File: src/rtl/score_counter.sv
// -----------------------------------------------------------------------------
// score_counter
//
// Two-digit BCD score keeper driven by three raw push buttons.
// Each button is synchronized and debounced, and only the press edge counts as
// an event. An event applies one of three operations to the score:
// clear to 00, increment, or decrement. The score wraps decimally between 00
// and 99. The score is also encoded for two active-low seven-segment digits.
//
// Parameters
//   DEBOUNCE_CYCLES : consecutive synchronized cycles a new button level must
//                     hold before it is accepted (1 .. 2^20-1)
//   BLANK_LEADING   : 1 = blank the tens digit when it is 0
//
// Ports
//   clk     : sole clock; all state changes on the rising edge
//   reset   : synchronous reset, active-high
//   btn_inc : raw asynchronous increment button, high = pressed
//   btn_dec : raw asynchronous decrement button, high = pressed
//   btn_clr : raw asynchronous clear button, high = pressed
//   count   : registered BCD score {tens, ones}, 00..99
//   seg0    : registered ones-digit pattern {g,f,e,d,c,b,a}, active-low
//   seg1    : registered tens-digit pattern, same format (blankable)
// -----------------------------------------------------------------------------
module score_counter #(
    parameter int DEBOUNCE_CYCLES = 250000,
    parameter int BLANK_LEADING   = 1
) (
    input  logic       clk,
    input  logic       reset,
    input  logic       btn_inc,
    input  logic       btn_dec,
    input  logic       btn_clr,
    output logic [7:0] count,
    output logic [6:0] seg0,
    output logic [6:0] seg1
);

    // Button lanes: bit 0 = inc, bit 1 = dec, bit 2 = clr.
    localparam int NUM_BTN = 3;
    localparam int BTN_INC = 0;
    localparam int BTN_DEC = 1;
    localparam int BTN_CLR = 2;

    // The last count value before an accepted level flip.
    localparam logic [19:0] DEB_LAST_C = 20'(DEBOUNCE_CYCLES - 1);

    localparam logic [6:0] SEG_BLANK_C = 7'b1111111;
    localparam logic [6:0] SEG_ZERO_C  = 7'b1000000;
    localparam logic [6:0] SEG1_RST_C  = (BLANK_LEADING != 0) ? SEG_BLANK_C : SEG_ZERO_C;

    // -------------------------------------------------------------------------
    // Helper functions
    // -------------------------------------------------------------------------

    // Active-low seven-segment pattern {g,f,e,d,c,b,a} for one BCD digit.
    // A non-decimal nibble yields a dark digit.
    function automatic logic [6:0] seg_encode(input logic [3:0] digit);
        logic [6:0] pat;
        case (digit)
            4'd0:    pat = 7'b1000000;
            4'd1:    pat = 7'b1111001;
            4'd2:    pat = 7'b0100100;
            4'd3:    pat = 7'b0110000;
            4'd4:    pat = 7'b0011001;
            4'd5:    pat = 7'b0010010;
            4'd6:    pat = 7'b0000010;
            4'd7:    pat = 7'b1111000;
            4'd8:    pat = 7'b0000000;
            4'd9:    pat = 7'b0010000;
            default: pat = 7'b1111111;
        endcase
        return pat;
    endfunction

    // Decimal +1 on a two-digit BCD value, with 99 wrapping to 00.
    function automatic logic [7:0] bcd_inc(input logic [7:0] val);
        logic [3:0] tens;
        logic [3:0] ones;
        tens = val[7:4];
        ones = val[3:0];
        if (ones >= 4'd9) begin
            ones = 4'd0;
            if (tens >= 4'd9) begin
                tens = 4'd0;
            end else begin
                tens = tens + 4'd1;
            end
        end else begin
            ones = ones + 4'd1;
        end
        return {tens, ones};
    endfunction

    // Decimal -1 on a two-digit BCD value, with 00 wrapping to 99.
    function automatic logic [7:0] bcd_dec(input logic [7:0] val);
        logic [3:0] tens;
        logic [3:0] ones;
        tens = val[7:4];
        ones = val[3:0];
        if (ones == 4'd0) begin
            ones = 4'd9;
            if (tens == 4'd0) begin
                tens = 4'd9;
            end else begin
                tens = tens - 4'd1;
            end
        end else begin
            ones = ones - 4'd1;
        end
        return {tens, ones};
    endfunction

    // -------------------------------------------------------------------------
    // Storage
    // -------------------------------------------------------------------------
    logic [NUM_BTN-1:0] btn_raw_s;
    logic [NUM_BTN-1:0] sync1_r;
    logic [NUM_BTN-1:0] sync2_r;
    logic [NUM_BTN-1:0] deb_r;
    logic [19:0]        deb_cnt_r [NUM_BTN];
    logic [NUM_BTN-1:0] flip_s;
    logic [NUM_BTN-1:0] press_s;
    logic [7:0]         count_r;
    logic [7:0]         count_next_s;
    logic [6:0]         seg0_r;
    logic [6:0]         seg1_r;

    assign btn_raw_s = {btn_clr, btn_dec, btn_inc};

    // Two-flop synchronizer per button; the second flop is the usable level.
    always_ff @(posedge clk) begin
        if (reset) begin
            sync1_r <= 3'b000;
            sync2_r <= 3'b000;
        end else begin
            sync1_r <= btn_raw_s;
            sync2_r <= sync1_r;
        end
    end

    // Flip and press detection for each button.
    // A flip happens when the level has differed from the debounced value for
    // the full window. A press is a flip that moves the debounced level from 0
    // to 1. The count therefore reacts on the same edge that d flips.
    always_comb begin
        flip_s  = 3'b000;
        press_s = 3'b000;
        for (int i = 0; i < NUM_BTN; i++) begin
            if ((sync2_r[i] != deb_r[i]) && (deb_cnt_r[i] == DEB_LAST_C)) begin
                flip_s[i]  = 1'b1;
                press_s[i] = ~deb_r[i];
            end else begin
                flip_s[i]  = 1'b0;
                press_s[i] = 1'b0;
            end
        end
    end

    // Debounce state for each button: the accepted level and its stability counter.
    always_ff @(posedge clk) begin
        if (reset) begin
            deb_r <= 3'b000;
            for (int i = 0; i < NUM_BTN; i++) begin
                deb_cnt_r[i] <= 20'd0;
            end
        end else begin
            for (int i = 0; i < NUM_BTN; i++) begin
                if (sync2_r[i] == deb_r[i]) begin
                    deb_cnt_r[i] <= 20'd0;
                end else if (flip_s[i]) begin
                    deb_r[i]     <= ~deb_r[i];
                    deb_cnt_r[i] <= 20'd0;
                end else begin
                    deb_cnt_r[i] <= deb_cnt_r[i] + 20'd1;
                end
            end
        end
    end

    // Next score value: clear wins; inc and dec together cancel each other.
    always_comb begin
        count_next_s = count_r;
        if (press_s[BTN_CLR]) begin
            count_next_s = 8'h00;
        end else if (press_s[BTN_INC] && press_s[BTN_DEC]) begin
            count_next_s = count_r;
        end else if (press_s[BTN_INC]) begin
            count_next_s = bcd_inc(count_r);
        end else if (press_s[BTN_DEC]) begin
            count_next_s = bcd_dec(count_r);
        end else begin
            count_next_s = count_r;
        end
    end

    // Score register.
    always_ff @(posedge clk) begin
        if (reset) begin
            count_r <= 8'h00;
        end else begin
            count_r <= count_next_s;
        end
    end

    // Segment registers, one cycle behind the score register.
    always_ff @(posedge clk) begin
        if (reset) begin
            seg0_r <= SEG_ZERO_C;
            seg1_r <= SEG1_RST_C;
        end else begin
            seg0_r <= seg_encode(count_r[3:0]);
            if ((BLANK_LEADING != 0) && (count_r[7:4] == 4'd0)) begin
                seg1_r <= SEG_BLANK_C;
            end else begin
                seg1_r <= seg_encode(count_r[7:4]);
            end
        end
    end

    assign count = count_r;
    assign seg0  = seg0_r;
    assign seg1  = seg1_r;

endmodule

File: config.mk
export PLATFORM = sky130hd
export DESIGN_NAME = score_counter
export DESIGN_NICKNAME = d
export VERILOG_FILES = /design/src/rtl/score_counter.sv
export SDC_FILE = /design/constraint.sdc
export NUM_CORES = 1
export LEC_CHECK = 0
export CAP_MARGIN = 10
export CORE_ASPECT_RATIO = 1.4
export CORE_MARGIN = 3
export CORE_UTILIZATION = 30
export CTS_CLUSTER_DIAMETER = 100
export DETAILED_ROUTE_END_ITERATION = 6
export GPL_ROUTABILITY_DRIVEN = 0
export MAX_ROUTING_LAYER = met4
export PLACE_DENSITY_LB_ADDON = 0.1
export SYNTH_ARGS = -nofsm -noshare
export SYNTH_HDL_FRONTEND = slang
export SYNTH_SLANG_ARGS = --single-unit
File: constraint.sdc
create_clock -name clk -period 2.17 [get_ports clk]
set_clock_uncertainty 0.2 [all_clocks]
set_input_delay 0.217 -clock clk [delete_from_list [all_inputs] [get_ports clk]]
set_output_delay 0.217 -clock clk [all_outputs]
set_load 0.005 [all_outputs]
# == Word-level counts from Yosys, hierarchy flattened ==
# Memory sizes are Yosys's and may differ from the RTL's. A register that Yosys moved wholly into a read port is not among the register bits.
# Cells that the tools add are included.
# word_totals
reg_bits,17
ram_bits,60
romBits,224
input_bits,5
output_inout_bits,22
n_memories,3
# op_classes
add_sub_neg,7
n_lt_le_gt_ge,2
eq_ne,10
mux,58
bitwise,16
reduce_logical,15
# memory_table
name,words,width,rd,rd_clocked_by_memory_dff,wr,line,rtl
(no name shown),16,7,1,1,0,60,case (digit)
(no name shown),16,7,1,1,0,60,
deb_cnt_r,3,20,3,0,3,121,logic [19:0] deb_cnt_r [NUM_BTN];
# ops
cell,n
$mux 20,9
$add 20x1->20 const B,3
$eq 20x18->1 const B,3
$mux 1,41
$mux 4,6
$mux 8,2
$or 1x1->1,9
$add 4x1->4 const B,2
$ge 4x4->1 const B,2
$logic_not 4->1,2
$reduce_and 2->1,4
$sub 4x1->4 const B,2
$not 1->1,7
$logic_and 1x1->1,4
$reduce_and 4->1,1
$reduce_bool 2->1,2
$reduce_or 2->1,2
$eq 1x1->1,3
$ne 1x1->1,3
$ne 2x1->1 const B,1

# == Depth between registers and ports, before layout ==
# depth
word_depth,9
ltp_mapped,8

# == Worst setup path before layout ==
# No wires, ideal clock.
# synth_timing
path_kind,register to register
from,memory deb_cnt_r[0][6]
to,register count_r[7] (netlist: count[7])
arrival_ns,2.080
required_time_ns,1.853
slack_ns,-0.227
path_stages_with_launch,6
n_path_buf,0
period_less_slack_ns,2.397
cell_sequence,edfxtp_1 > or4_4 > nor4_4 > mux2i_1 > mux2i_1 > nor2_1
# synth_rtl
element,line,rtl
from (decl),121,
to (signal assigned),202,count_r <= count_next_s;
to (decl),124,logic [7:0] count_r;

==> metrics.cfg <==
[status]
status = finished with violations
violations = setup timing

[global_routing]
globalRouteTotalUtil_pct = 12.8
grt_pass1_wl_mm = 17.9
first_global_vias = 3907
antenna_found_initial = 0
grt_overflow_total = 0
grt_start_max_net_pins = 21

[clock_tree]
cts.path.max_buffers = 2
cts_sinks = 91
cts-root-buf = clkbuf_16
cts_tree = yes
clock_latency_ns = 0.34
numCtsBuffers = 9
cts_max_level = 3
clk_pin_slew_ns = 0.07

[finish]
final_nets = 665
fin_area_um2 = 6540
layout-drive-gt1-share_pct = 20.1
area_growth_pct = 37.1
nFillCells = 1521
antennaDiodeCount = 0

[timing]
hold_slack_ns = 0.229
fin_crit_sh_pct = 105
setup_violations = 26
rsz0062_at_grt = yes
fmax_ghz = 0.439
hold_viol = 0
slew_violations = 0
max_slew_margin_pct = 66.6
tightest_slew_ns = 0.501
period_minus_slack_ns = 2.28
fin_ws_ns = -0.106

[synthesis]
synth-edff-count = 60
synth.most_common_cell = nor2_1
ys_ff_latch = 91
synth_area_um2 = 4770
synth_flop_cell = edfxtp_1
synth_area_leaders = edfxtp_1 38%, dfxtp_1 13%, nor2_1 7.0%
netlist_instances = 484
synth_warnings = 0
synth_area_leader_cell = edfxtp_1
ys_types = 47
seq_area_frac_synth_pct = 50.8
async_flop_share_pct = 0
yosys-top-cells-count = 89 x nor2_1, 60 x edfxtp_1, 32 x nand2_1
syn_area_per_cell_um2 = 9.86
synthDominantCellAreaShare_pct = 37.8

[detailed_routing]
drt_iter0_drc = 183
vias_per_cell = 4.56
antenna_left = 0
drc = 0
wirelength_mm = 10.5
vias = 3852
dr.pass1.iters = 4
wl_per_cell_um = 12.4

[power]
p_sw_share_pct = 21.9
p_clk_share_pct = 40.4
irDropWorstVdd_uv = 275
p_seq_share_pct = 53.9
p_int_w = 0.00281
leakagePower_nw = 2.43
combPwrFrac_pct = 5.6
switchingPower_w = 0.000788
p_per_area_nw_per_um2 = 550

[floorplan]
initial_core_util_pct = 31.2
die_x_um = 113
ios = 27
die_area_um2 = 17500
fp-row-count = 53
core-area_um2 = 15300
die_height_um = 155

[setup_path]
critPathCaptureType = flip-flop
crit_fanout = 6
critPathKind = flip-flop to flip-flop
reg2reg_depth = 7
crit_path_start_kind = flip-flop
crit_required_ns = 2.22
r2r-start = deb_cnt_r[0][13]
cp-startpoint = deb_cnt_r[0][13]
r2r_slack_ns = -0.11
crit_path_end = count[5]
cp.arrival_ns = 2.32
timing.rr.end = count[5]

[placement]
pre_cts_slack_ns = -0.277
hpwl_mm = 7.84
placed_area_um2 = 6020
port-buffer-count = 26

[worst_hold_path]
holdCritPathClass = primary input to flip-flop
hold_depth = 2

[run]
maxCapViolations = 0

[registers in the layout, indices dropped and copies added (netlist names)]
register	cells
count	8
deb_cnt_r	60
deb_r	3
seg0	7
seg1	7
sync1_r	3
sync2_r	3
[layout by cell type (no fill, tap or decap), types with 3 or more instances in the layout]
| cell | n |
|---|---|
| mux2i_1 | 6 |
| nand2b_1 | 4 |
| nor4_1 | 4 |
| edfxtp_1 | 60 |
| clkdlybuf4s50_1 | 26 |
| nand3b_1 | 3 |
| a211oi_1 | 6 |
| dfxtp_1 | 31 |
| a31oi_1 | 5 |
| nand3_1 | 18 |
| ha_1 | 12 |
| nand2_1 | 31 |
| nor4_4 | 3 |
| inv_1 | 20 |
| xnor2_1 | 31 |
| buf_4 | 76 |
| nand4_1 | 12 |
| o21ai_0 | 14 |
| o21bai_1 | 3 |
| conb_1 | 60 |
| nor3_1 | 11 |
| nor4b_1 | 4 |
| a21oi_1 | 14 |
| or3_1 | 5 |
| and4_1 | 4 |
| nor2_1 | 81 |
| nor2b_1 | 8 |
| buf_6 | 3 |
| clkbuf_16 | 9 |
| nor2_2 | 8 |
| and3_1 | 7 |
| nor4b_4 | 3 |
| xor2_1 | 25 |
[final cells by class]
class / count / area [um^2] / area share [%]
Tap cell: 192 / 240 / 3.67
Clock inverter: 4 / 27.5 / 0.421
Timing Repair Buffer: 108 / 910 / 13.9
Multi-Input combinational cell: 417 / 2620 / 40.1
Inverter: 20 / 75.1 / 1.15
Clock buffer: 12 / 246 / 3.77
Sequential cell: 91 / 2420 / 37.0
[power by group through the flow]
stage	registers, W	logic, W	clock network, W
2_1_floorplan	0.00198	0.0000981	0
5_1_grt	0.00195	0.000226	0.00158
6_report	0.00194	0.000202	0.00145
4_1_cts	0.00194	0.000191	0.00153
3_3_place_gp	0.00197	0.000185	0
3_5_place_dp	0.00198	0.000185	0
[stage by stage]
stage	total power, W	TNS [ns]	cells	util [%]
3_5_place_dp	0.00216	-2.46	819	39.3
3_3_place_gp	0.00216	-1.60	819	39.3
5_1_grt	0.00376	-5.45	844	42.7
6_report	0.00360	-1.07	844	42.7
4_1_cts	0.00366	-1.73	837	41.7
2_1_floorplan	0.00207	-0.126	543	-
[cells by family (layout without fill, tap and decap cells)]
group | Yosys count | in the layout | share of synthesized area [%]
adder cells (fa/ha/maj) | 13 | 13 | 3.41
multiplexers | 8 | 8 | 1.70
flip-flops | 91 | 91 | 50.8
buffers and inverters | 35 | 144 | 2.94
AO/OA/AOI/OAI | 55 | 55 | 7.11
other | 1 | 60 | 0.0786
AND/OR/NAND/NOR | 225 | 225 | 23.7
XOR/XNOR | 56 | 56 | 10.3
[routing by layer]
layer | wire length [um] | part of all wire (%) | track usage [%] | vias to the layer above
met5 | 0 | 0 | - | -
met4 | 210 | 2.0 | 4.93 | 0
met2 | 5570 | 53 | 22.9 | 50
met3 | 258 | 2.5 | 2.61 | 17
met1 | 4420 | 42 | 13.9 | 1815
li1 | - | - | - | 1970
[critical path: stages, from the launching register on]
cell,delay [ns]
edfxtp_1,0.43
nor4b_4,0.31
nand3b_1,0.17
nor4_4,0.31
buf_6,0.18
mux2i_4,0.29
a311oi_1,0.09
a211oi_1,0.20
[worst min path at each step]
stage	from	to	slack [ns]
after CTS	btn_dec	sync1_r[1]	0.21
after floorplan	btn_inc	sync1_r[0]	0.15
after detailed placement	sync1_r[0]	sync2_r[0]	0.23
after global placement	sync1_r[0]	sync2_r[0]	0.22
final	btn_clr	sync1_r[2]	0.23
after global routing	btn_dec	sync1_r[1]	0.22
[repair_timing]
action                                  4_1_cts  5_1_grt
buffers inserted                              2        6
gates resized for setup                      14       26
hold buffers                                  0        0
pin swaps                                     8       12
endpoints found under the setup margin       52       69
gates cloned                                  0        1
No activity file was read; power rests on OpenSTA's default activity.
